## config.mk

```make
export PLATFORM = sky130hd
export DESIGN_NAME = tcdm_bank_arb_init
export DESIGN_NICKNAME = d
export VERILOG_FILES = /design/src/rtl/tcdm_bank_arb_init.sv
export SDC_FILE = /design/constraint.sdc
export NUM_CORES = 1
export LEC_CHECK = 0
export ABC_AREA = 0
export BUFFER_PORTS_ARGS = -buffer_cell sky130_fd_sc_hd__buf_2
export CAP_MARGIN = 0
export CORE_AREA = 2 2 97 99
export CTS_BUF_LIST = sky130_fd_sc_hd__clkbuf_4 sky130_fd_sc_hd__clkbuf_8 sky130_fd_sc_hd__clkbuf_16
export DETAILED_ROUTE_END_ITERATION = 6
export DIE_AREA = 0 0 99 101
export SLEW_MARGIN = 20
export SYNTH_ARGS = -nofsm -noshare
export SYNTH_HDL_FRONTEND = slang
export SYNTH_SLANG_ARGS = --single-unit
```

## constraint.sdc

```tcl
create_clock -name clk_i -period 1.59 [get_ports clk_i]
set_clock_uncertainty 0.2 [all_clocks]
set_input_delay 0.318 -clock clk_i [delete_from_list [all_inputs] [get_ports clk_i]]
set_output_delay 0.318 -clock clk_i [all_outputs]
set_load 0.1 [all_outputs]
```

## src/rtl/tcdm_bank_arb_init.sv

```systemverilog
// tcdm_bank_arb_init: shares one latency-1 SRAM bank between two TCDM
// requesters (A, B) with round-robin arbitration. It routes each response
// back to the port that issued the request. After reset, or on init_i, it
// runs a sweep that writes INIT_VALUE to every word of the bank.
module tcdm_bank_arb_init #(
  parameter int unsigned BANK_SIZE  = 256,
  parameter logic [31:0] INIT_VALUE = 32'h0000_0000,
  localparam int unsigned WA = $clog2(BANK_SIZE),
  localparam int unsigned AW = WA + 2
) (
  input  logic          clk_i,
  input  logic          rst_i,
  input  logic          init_i,
  output logic          init_busy_o,
  output logic          init_done_o,
  input  logic          a_req_i,
  input  logic          a_wen_i,
  input  logic [AW-1:0] a_add_i,
  input  logic [31:0]   a_data_i,
  input  logic [3:0]    a_be_i,
  output logic          a_gnt_o,
  output logic          a_r_valid_o,
  output logic [31:0]   a_r_data_o,
  input  logic          b_req_i,
  input  logic          b_wen_i,
  input  logic [AW-1:0] b_add_i,
  input  logic [31:0]   b_data_i,
  input  logic [3:0]    b_be_i,
  output logic          b_gnt_o,
  output logic          b_r_valid_o,
  output logic [31:0]   b_r_data_o,
  output logic          bank_req_o,
  output logic          bank_we_o,
  output logic [WA-1:0] bank_add_o,
  output logic [31:0]   bank_wdata_o,
  output logic [3:0]    bank_be_o,
  input  logic [31:0]   bank_rdata_i
);

  typedef enum logic [0:0] {
    ST_INIT = 1'b0,
    ST_IDLE = 1'b1
  } state_e;

  localparam logic [WA-1:0] LAST_WORD = WA'(BANK_SIZE - 1);
  localparam logic [WA-1:0] ZERO_WORD = {WA{1'b0}};

  state_e        state_r, state_s;
  logic [WA-1:0] cnt_r, cnt_s;
  // Round-robin pointer: 1'b0 favours A, 1'b1 favours B on contention.
  logic          rr_r, rr_s;
  logic          done_r, done_s;
  logic          a_rvalid_r, b_rvalid_r;
  logic          a_gnt_s, b_gnt_s;

  // Round-robin grant decision; grants are only possible in IDLE, out of reset.
  always_comb begin
    a_gnt_s = 1'b0;
    b_gnt_s = 1'b0;
    if (!rst_i && (state_r == ST_IDLE)) begin
      if (a_req_i && b_req_i) begin
        if (rr_r == 1'b0) begin
          a_gnt_s = 1'b1;
        end else begin
          b_gnt_s = 1'b1;
        end
      end else begin
        a_gnt_s = a_req_i;
        b_gnt_s = b_req_i;
      end
    end else begin
      a_gnt_s = 1'b0;
      b_gnt_s = 1'b0;
    end
  end

  // Next state: sweep counter progression, init restarts and pointer rotation.
  always_comb begin
    state_s = state_r;
    cnt_s   = cnt_r;
    rr_s    = rr_r;
    done_s  = 1'b0;
    case (state_r)
      ST_INIT: begin
        if (init_i) begin
          // Restart the sweep; the aborted sweep produces no done pulse.
          cnt_s = ZERO_WORD;
        end else if (cnt_r == LAST_WORD) begin
          state_s = ST_IDLE;
          cnt_s   = ZERO_WORD;
          done_s  = 1'b1;
        end else begin
          cnt_s = cnt_r + WA'(1);
        end
      end
      ST_IDLE: begin
        if (a_gnt_s) begin
          rr_s = 1'b1;
        end else if (b_gnt_s) begin
          rr_s = 1'b0;
        end else begin
          rr_s = rr_r;
        end
        // The current request is still served; the sweep starts next cycle.
        if (init_i) begin
          state_s = ST_INIT;
          cnt_s   = ZERO_WORD;
        end else begin
          state_s = ST_IDLE;
        end
      end
      default: begin
        state_s = ST_INIT;
        cnt_s   = ZERO_WORD;
      end
    endcase
  end

  // Bank port mux: the sweep writer in INIT, otherwise the granted requester.
  always_comb begin
    bank_req_o   = 1'b0;
    bank_we_o    = 1'b0;
    bank_add_o   = ZERO_WORD;
    bank_wdata_o = 32'h0000_0000;
    bank_be_o    = 4'h0;
    if (rst_i) begin
      bank_req_o = 1'b0;
    end else if (state_r == ST_INIT) begin
      bank_req_o   = 1'b1;
      bank_we_o    = 1'b1;
      bank_add_o   = cnt_r;
      bank_wdata_o = INIT_VALUE;
      bank_be_o    = 4'hF;
    end else if (a_gnt_s) begin
      bank_req_o   = 1'b1;
      bank_we_o    = ~a_wen_i;
      bank_add_o   = a_add_i[AW-1:2];
      bank_wdata_o = a_data_i;
      bank_be_o    = a_be_i;
    end else if (b_gnt_s) begin
      bank_req_o   = 1'b1;
      bank_we_o    = ~b_wen_i;
      bank_add_o   = b_add_i[AW-1:2];
      bank_wdata_o = b_data_i;
      bank_be_o    = b_be_i;
    end else begin
      bank_req_o = 1'b0;
    end
  end

  // State, counter, pointer and response-owner registers.
  always_ff @(posedge clk_i) begin
    if (rst_i) begin
      state_r    <= ST_INIT;
      cnt_r      <= ZERO_WORD;
      rr_r       <= 1'b0;
      done_r     <= 1'b0;
      a_rvalid_r <= 1'b0;
      b_rvalid_r <= 1'b0;
    end else begin
      state_r    <= state_s;
      cnt_r      <= cnt_s;
      rr_r       <= rr_s;
      done_r     <= done_s;
      a_rvalid_r <= a_gnt_s;
      b_rvalid_r <= b_gnt_s;
    end
  end

  // Responses and the done pulse are masked while reset is held, so a reset
  // that arrives just after a grant drops the pending response.
  assign a_gnt_o     = a_gnt_s;
  assign b_gnt_o     = b_gnt_s;
  assign a_r_valid_o = a_rvalid_r & ~rst_i;
  assign b_r_valid_o = b_rvalid_r & ~rst_i;
  assign a_r_data_o  = bank_rdata_i;
  assign b_r_data_o  = bank_rdata_i;
  assign init_done_o = done_r & ~rst_i;
  assign init_busy_o = rst_i | (state_r == ST_INIT);

endmodule

```

# Yosys cells after proc, flatten, opt, wreduce, memory -nomap -nowiden
# Index checks and enable logic that the tools add are counted.
[op_classes]
n_bitwise = 8
eq_ne = 2
addsub = 1
n_mux = 36
n_reduce_logical = 6
[ops]
columns = ["cell", "n"]
rows = [
  ["32-bit 2-to-1 mux", 4],
  ["8-bit 2-to-1 mux", 7],
  ["1-bit 2-to-1 mux", 19],
  ["4-bit 2-to-1 mux", 4],
  ["8-bit one-hot mux with 2 select lines", 1],
  ["8-bit by 1-bit adder with 8-bit output, second input constant", 1],
  ["8-bit == test, second input constant", 1],
  ["1-bit NOT", 4],
  ["1-bit bitwise AND", 3],
  ["1-bit logical AND", 2],
  ["2-bit inequality test, second input constant", 1],
  ["1-bit one-hot mux with 2 select lines", 1],
  ["2-bit AND reduction", 1],
  ["2-bit nonzero test", 1],
  ["2-bit OR reduction", 1],
  ["1-bit logical NOT", 1],
  ["1-bit OR", 1],
]
[word_totals]
reg_bits = 13
in_bits = 131
output_inout_bits = 116

# Longest topological paths before layout
# Gate-level depths: netlist of the first run.
[depth]
ltp_word = 7
ltp_mapped = 6

# Least setup slack after synthesis of the first run
# No wires, ideal clock.
[synth_path]
kind = "register to output"
start = "register state_r"
end = "output port bank_wdata_o[22]"
arrival_time_ps = 2227
path_buffers = 3
t_required_ps = 1072
path_slack_ps = -1155
path_stages_with_launch = 7
cell_sequence = "dfxtp_1 > buf_6 > nor2b_4 > and3_1 > buf_2 > buf_2 > a22o_1"
[synth_via]
elab_chain_cells = 6
elab_cells_between_ends = 7
classes_between = "6 x mux; 1 x reduce/logical"
[synth_rtl]
columns = ["item", "line_no", "source"]
rows = [
  ["start, declared", "48", "state_e state_r, state_s;"],
  ["start signal, assigned", "161", "state_r <= state_s;"],
  ["1-bit logical AND", "60", "if (!rst_i && (state_r == ST_IDLE)) begin"],
  ["1-bit 2-to-1 mux", "60", ""],
  ["net b_gnt_o", "29", "output logic b_gnt_o,"],
  ["32-bit 2-to-1 mux", "140", "end else if (b_gnt_s) begin"],
  ["32-bit 2-to-1 mux", "134", "end else if (a_gnt_s) begin"],
  ["32-bit 2-to-1 mux", "128", "end else if (state_r == ST_INIT) begin"],
  ["32-bit 2-to-1 mux", "126", "if (rst_i) begin"],
  ["end, declared", "35", "output logic [31:0] bank_wdata_o,"],
]
# The timed path passes the listed nets, and every way through them passes these cells.

# Final worst setup path of the first run
[layout_path]
start = "register rr_r"
end = "output port bank_be_o[0]"
[layout_via]
elab_chain_cells = 7
elab_cells_between_ends = 10
classes_between = "10 x mux"
[layout_rtl]
columns = ["item", "line_no", "source"]
rows = [
  ["start, declared", "51", "logic rr_r, rr_s;"],
  ["start signal, assigned", "163", "rr_r <= rr_s;"],
  ["1-bit 2-to-1 mux", "62", "if (rr_r == 1'b0) begin"],
  ["1-bit 2-to-1 mux", "61", "if (a_req_i && b_req_i) begin"],
  ["1-bit 2-to-1 mux", "60", ""],
  ["4-bit 2-to-1 mux", "140", ""],
  ["4-bit 2-to-1 mux (*)", "134", ""],
  ["4-bit 2-to-1 mux (*)", "128", ""],
  ["4-bit 2-to-1 mux (*)", "126", ""],
  ["end, declared", "36", "output logic [3:0] bank_be_o,"],
]
# Mark *: on every way between the ends. The rest lies on a longest branch, timed or not.

==> flow_summary.ini, run 1 <==
[run_status]
outcome = complete, but fails checks
failing_checks = setup timing

[synthesis]
ys.warnings.count = 0
area_share_of_the_largest_cell_type_after_synthesis = 0.298
synth_ff_type = dfxtp_1
synth_sequential_area_ratio = 0.159
synth.net_count = 335
synth.distinct_cells = 34
ys_ff_latch = 13
syn_area_sq_um = 1640
yosys-top-cells-area = buf_4 30%, a22o_1 17%, dfxtp_1 16%
syn-mean-instance-area_sq_um = 8.07
synth_largest_area_cell = buf_4
netlist_instances = 203
synthArstFlopShare = 0
synth_enable_flop_cells = 0

[flow_run]
max-cap-violations = 0

[timing]
slew_violations = 0
final_critical_delay_including_setup_and_external_delays_ns = 2.15
tightestPinTransition_ns = 0.310
setup_viol_count_final = 49
post-route-worst-setup-slack_ns = -0.563
post-route-period-util = 1.35
max_freq_ghz = 0.464
finalHoldWorstSlack_ns = 0.150
rsz_0062_raised_after_global_routing = yes
hold_viol_final = 0
worst_slew_margin_rel = 0.791

[die]
floorplan.initialDensity = 0.183
num_rows = 35
ios = 247
core-area_sq_um = 8980
floorplan.die_area_sq_um = 10000
die_h_um = 101
die_extent_in_x_um = 99

[detailed_routing]
antenna_left = 0
drc = 0
drt-total-wl_um = 7130
avgRoutedWirePerCell_um = 16.3
dr_total_vias = 1965
detailedRoute.firstIterationViolations = 19
drtPass1Iterations = 4
viasPerCell = 4.49

[worst_setup_path]
critical_path_arrival_ns = 1.63
crit_path_cell_trace = nand2b_4, and3_4, buf_12, a221o_2, buf_12
timing.critical_path.slowest_stage_cell = a221o_2
critical_path.endpoint_type = output port
critical_path.n_buffers_inverters = 2
critPathMostFrequentCell = buf_12
critPathMaxStageDelay_ns = 0.37
critPathLaunchType = flip-flop
worstPathMaxFanout = 8
critical-path-top-delay-family = compound AO/OA/AOI/OAI gates
timing.critical_path.required_ns = 1.07
setup.worst_path.class = reg -> out

[clock_network]
root_driver = clkbuf_8
cts.reportedPaths.clkPinSlew_ns = 0.05
tritoncts_clock_tree = done
clock_insertion_delay_worst_skew_ns = 0.24
clk_path_buf_depth = 2
htree_num_levels = 1
cts_buffers = 3
cts.sinks = 13
holdBufCountCts = 0

[pwr]
power-per-cell-area_nw_per_um2 = 254
vdd_drop_max_uv = 228
power_after_layout_uw = 965
leakagePower_nw = 1.78

[final_layout]
layout.cells.non_filler = 438
drive_above_1_share = 0.817
antenna_cells = 0
layout.cells.most_common = buf_2
nNetsFinal = 460
area.growth.synth_to_final_pct = 132
most-common-layout-cells = 94 x buf_2, 55 x buf_12, 32 x a22o_4, 27 x buf_4, 14 x buf_6

[grt]
grt_pass1_wl_um = 10800
grt_antenna_before_repair = 0
grtUsageTotal = 0.136
grt_remaining_overflow = 0
via_count_of_the_first_global_routing_pass = 2145
grt_start_max_net_pins = 25

[place]
dpl.hpwl_um = 5840
dpl_worst_slack_ns = -0.424
routabilityCongestion = 0.795
dpl.cell_count = 427
buffer_ports.inserted = 146

[hold_path]
min-delay-path-class = in -> reg
report_power, final:
part	internal (mW)	total, mW	switching (mW)
Sequential	0.329	0.333	0.00394
Clock	0.194	0.313	0.118
Combinational	0.148	0.319	0.171
Total	0.671	0.965	0.293
metal layers:
metal / GRT usage / vias to the layer above / wire length, um
met4: 0.0443 / 0 / 134
li1: - / 936 / -
met3: 0.0319 / 24 / 657
met5: 0 / - / 0
met1: 0.125 / 911 / 2290
met2: 0.287 / 94 / 4050
flip-flops by register name, indices dropped and copies added, names as in the netlist:
name / count
cnt_r: 8
rr_r: 1
done_r: 1
a_rvalid_r: 1
state_r: 1
b_rvalid_r: 1
cell usage after synthesis, types with 2 or more instances:
cell type   n
a21oi_1     5
a221o_1    13
a22o_1     32
and2_1      6
and3_1      4
buf_2       8
buf_4      65
buf_6       3
clkbuf_1    2
dfxtp_1    13
inv_1       6
nand2_1     5
nand2b_1    2
nand3_1     4
nor2_1      6
nor2b_1     3
nor3_1      4
o21ai_0     2
or3_1       5
final timing paths:
path | cells past startpoint | end | start | slack, ns
worst max register to register | 4 | cnt_r[7]$_SDFFE_PP0P_ | state_r$_SDFF_PP0_ | -0.01
worst min-delay path | 2 | b_rvalid_r$_SDFF_PP0_ | b_req_i | 0.15
worst max-delay path | 5 | bank_be_o[0] | rr_r$_SDFFE_PP0P_ | -0.56
worst min register to register | 2 | done_r$_SDFF_PP0_ | cnt_r[7]$_SDFFE_PP0P_ | 0.26
layout make-up:
class | instances | area (sq um)
Inverter | 6 | 25.0
Clock buffer | 4 | 48.8
Tap cell | 111 | 139
Sequential cell | 13 | 264
Multi-Input combinational cell | 106 | 1230
Fill cell | 824 | 5180
Timing Repair Buffer | 198 | 2090
repair_timing:
item / 4_1_cts / 5_1_grt
gates cloned: 3 / 0
pin swaps: 7 / 5
hold endpoints to repair: 0 / 0
gates resized for setup: 28 / 13
setup endpoints to repair: 53 / 57
setup buffers: 3 / 2
per-stage QoR:
stage | utilization | setup TNS, ns | instance area [sq um]
after floorplan | - | -15.05 | 2110
after global placement | 0.390 | -17.50 | 3500
after detailed placement | 0.390 | -18.51 | 3500
after CTS | 0.416 | -25.50 | 3740
after global routing | 0.423 | -28.35 | 3800
final | 0.423 | -25.39 | 3800
worst register-to-register path, stage by stage (launching register included):
cell and delay [ns]:
dfxtp_2 0.32, buf_6 0.13, buf_8 0.13, or3_4 0.37
o311a_1 0.33
cells by family after synthesis:
logic type               count (synthesis)  synth area share
XOR/XNOR                                 1           0.00534
buffers and inverters                   84             0.361
AO/OA/AOI/OAI                           61             0.315
multiplexers                             1           0.00611
adder cells (fa/ha/maj)                  1           0.00763
flip-flops                              13             0.159
AND/OR/NAND/NOR                         42             0.146
Power figures use the tool's default switching activity.
==> run 2, diff against run 1 <==
--- a/config.mk
+++ b/config.mk
@@ -12,7 +12,9 @@
 export CTS_BUF_LIST = sky130_fd_sc_hd__clkbuf_4 sky130_fd_sc_hd__clkbuf_8 sky130_fd_sc_hd__clkbuf_16
 export DETAILED_ROUTE_END_ITERATION = 6
 export DIE_AREA = 0 0 99 101
+export MAX_ROUTING_LAYER = met4
 export SLEW_MARGIN = 20
 export SYNTH_ARGS = -nofsm -noshare
 export SYNTH_HDL_FRONTEND = slang
 export SYNTH_SLANG_ARGS = --single-unit
+export TNS_END_PERCENT = 1
==> run 2 against run 1 <==
Against the previous run: the run still ends with setup timing left; critical path depth stayed put; core utilization is 2.6 points lower; wire length is 5.1% lower; sequential cell count stayed put; non-clock buffer count is 11 lower; combinational power hardly changed; worst hold slack better by 0.022 ns; final area is 6.2% lower; count of clock-buffer cells in the layout stayed put; sequential share of layout area is 0.42 points higher; largest cell class unchanged; highest routed layer unchanged.
==> flow_summary.ini, run 2 (same netlist as run 1, synthesis figures left out) <==
[worst_setup_path]
setup.worst_path.class = reg -> out
critical_path_arrival_ns = 1.65
worstPathMaxFanout = 15
timing.critical_path.slowest_stage_cell = a221o_4
critPathMaxStageDelay_ns = 0.40
critPathLaunchType = flip-flop
critical_path.endpoint_type = output port
critical-path-top-delay-family = compound AO/OA/AOI/OAI gates
critical_path.n_buffers_inverters = 2
regToRegSetupSlack_ns = 0.03
crit_path_cell_trace = nor2b_4, and3_4, buf_12, a221o_4, buf_12
critPathMostFrequentCell = buf_12
timing.critical_path.required_ns = 1.07

[pwr]
vdd_drop_max_uv = 202
seq_power_share = 0.344
combinationalPowerShare = 0.333
switching_share = 0.300
power-per-cell-area_nw_per_um2 = 270
leakagePower_nw = 1.68
clkPwrFrac = 0.323
power.net_switching_uw = 289
power_after_layout_uw = 963
cell_internal_pwr_uw = 674

[clock_network]
clock_insertion_delay_worst_skew_ns = 0.24
tritoncts_clock_tree = done
post-cts-setup-buffers = 0
cts.reportedPaths.clkPinSlew_ns = 0.06
root_driver = clkbuf_8
htree_num_levels = 1
cts.sinks = 13
clk_path_buf_depth = 2
holdBufCountCts = 0
cts_buffers = 3

[die]
floorplan.die_area_sq_um = 10000
die_extent_in_x_um = 99
ios = 247
floorplan.initialDensity = 0.183
num_rows = 35
core-area_sq_um = 8980
die_h_um = 101

[place]
routabilityCongestion = 0.803
dpl_worst_slack_ns = -0.414
dpl.cell_count = 422
dpl.hpwl_um = 5660
buffer_ports.inserted = 146

[detailed_routing]
antenna_left = 0
avgRoutedWirePerCell_um = 15.9
drtPass1Iterations = 4
drc = 0
drt-total-wl_um = 6770
detailedRoute.firstIterationViolations = 47
viasPerCell = 4.42
dr_total_vias = 1889

[final_layout]
drive_above_1_share = 0.791
nNetsFinal = 449
area.growth.synth_to_final_pct = 117
most-common-layout-cells = 94 x buf_2, 54 x buf_12, 32 x a22o_4, 29 x buf_4, 11 x dfxtp_1
largest-register = cnt_r
largest_register_ffs = 8
layout.cells.most_common = buf_2
antenna_cells = 0
count_of_filler_cells_inserted_in_the_layout = 843
layout.cells.non_filler = 427

[timing]
setup_viol_count_final = 48
max_freq_ghz = 0.460
post-route-period-util = 1.37
worst_slew_margin_rel = 0.818
rsz_0062_raised_after_global_routing = yes
post-route-worst-setup-slack_ns = -0.582
totalNegativeSetupSlack_ns = -24.84
hold_viol_final = 0
slew_violations = 0
final_critical_delay_including_setup_and_external_delays_ns = 2.17
tightestPinTransition_ns = 0.269

[grt]
via_count_of_the_first_global_routing_pass = 1982
grtUsageTotal = 0.134
grt_remaining_overflow = 0
grt_antenna_before_repair = 0
grt_pass1_wl_um = 10200
grt_start_max_net_pins = 16

[flow_run]
max-cap-violations = 0

[run_status]
failing_checks = setup timing
outcome = complete, but fails checks

[hold_path]
min-delay-path-class = in -> reg
[run 2: cell types whose count changed in the layout (fill, tap and decap cells not counted), sizes merged]
| cell | delta |
|---|---|
| buf | -11 |
[run 2: layout make-up]
| cell class | instances | area (sq um) | area share |
|---|---|---|---|
| clock buffer | 4 | 48.8 | 0.0137 |
| inverter | 6 | 22.5 | 0.00632 |
| multi-input combinational | 106 | 1190 | 0.335 |
| sequential | 13 | 263 | 0.0737 |
| tap | 111 | 139 | 0.0390 |
| timing repair buffer | 187 | 1900 | 0.533 |
[run 2: timing repair]
item,CTS,global route
setup endpoints to repair,49,51
pin swaps,11,0
gates cloned,1,0
resized for setup,13,3
[run 2: power by group through the flow]
| stage | registers, mW | logic [mW] | clock network, mW |
|---|---|---|---|
| 6_report | 0.331 | 0.321 | 0.311 |
| 3_5_place_dp | 0.338 | 0.320 | 0 |
| 4_1_cts | 0.331 | 0.322 | 0.322 |
| 5_1_grt | 0.331 | 0.339 | 0.341 |
| 2_1_floorplan | 0.338 | 0.866 | 0 |
| 3_3_place_gp | 0.338 | 0.313 | 0 |
[run 2: routing by layer]
layer,up-vias,wire length [um],global-route usage
met4,0,125,0.0453
met2,105,3640,0.256
li1,910,-,-
met3,26,601,0.0312
met1,848,2410,0.132
met5,-,0,-
[run 2: worst reg2reg max path, cell delays in order, from the launching register on]
cell     delay [ns]
dfxtp_1        0.33
inv_1          0.06
buf_4          0.13
or3_1          0.39
o311a_1        0.34
[run 2: final timing paths]
| check | start | endpoint | depth (start not counted) |
|---|---|---|---|
| max | state_r$_SDFF_PP0_ | bank_add_o[1] | 5 |
| min | init_i | cnt_r[7]$_SDFFE_PP0P_ | 3 |
| max reg2reg | cnt_r[6]$_SDFFE_PP0P_ | cnt_r[7]$_SDFFE_PP0P_ | 4 |
| min reg2reg | rr_r$_SDFFE_PP0P_ | rr_r$_SDFFE_PP0P_ | 1 |
[run 2: metrics by stage]
step	util	cell area (sq um)	hold slack [ns]
finish	0.397	3560	0.172
global placement	0.383	3440	0.254
CTS	0.396	3550	0.173
detailed placement	0.383	3440	0.258
floorplan	-	2090	0.234
global route	0.397	3560	0.192
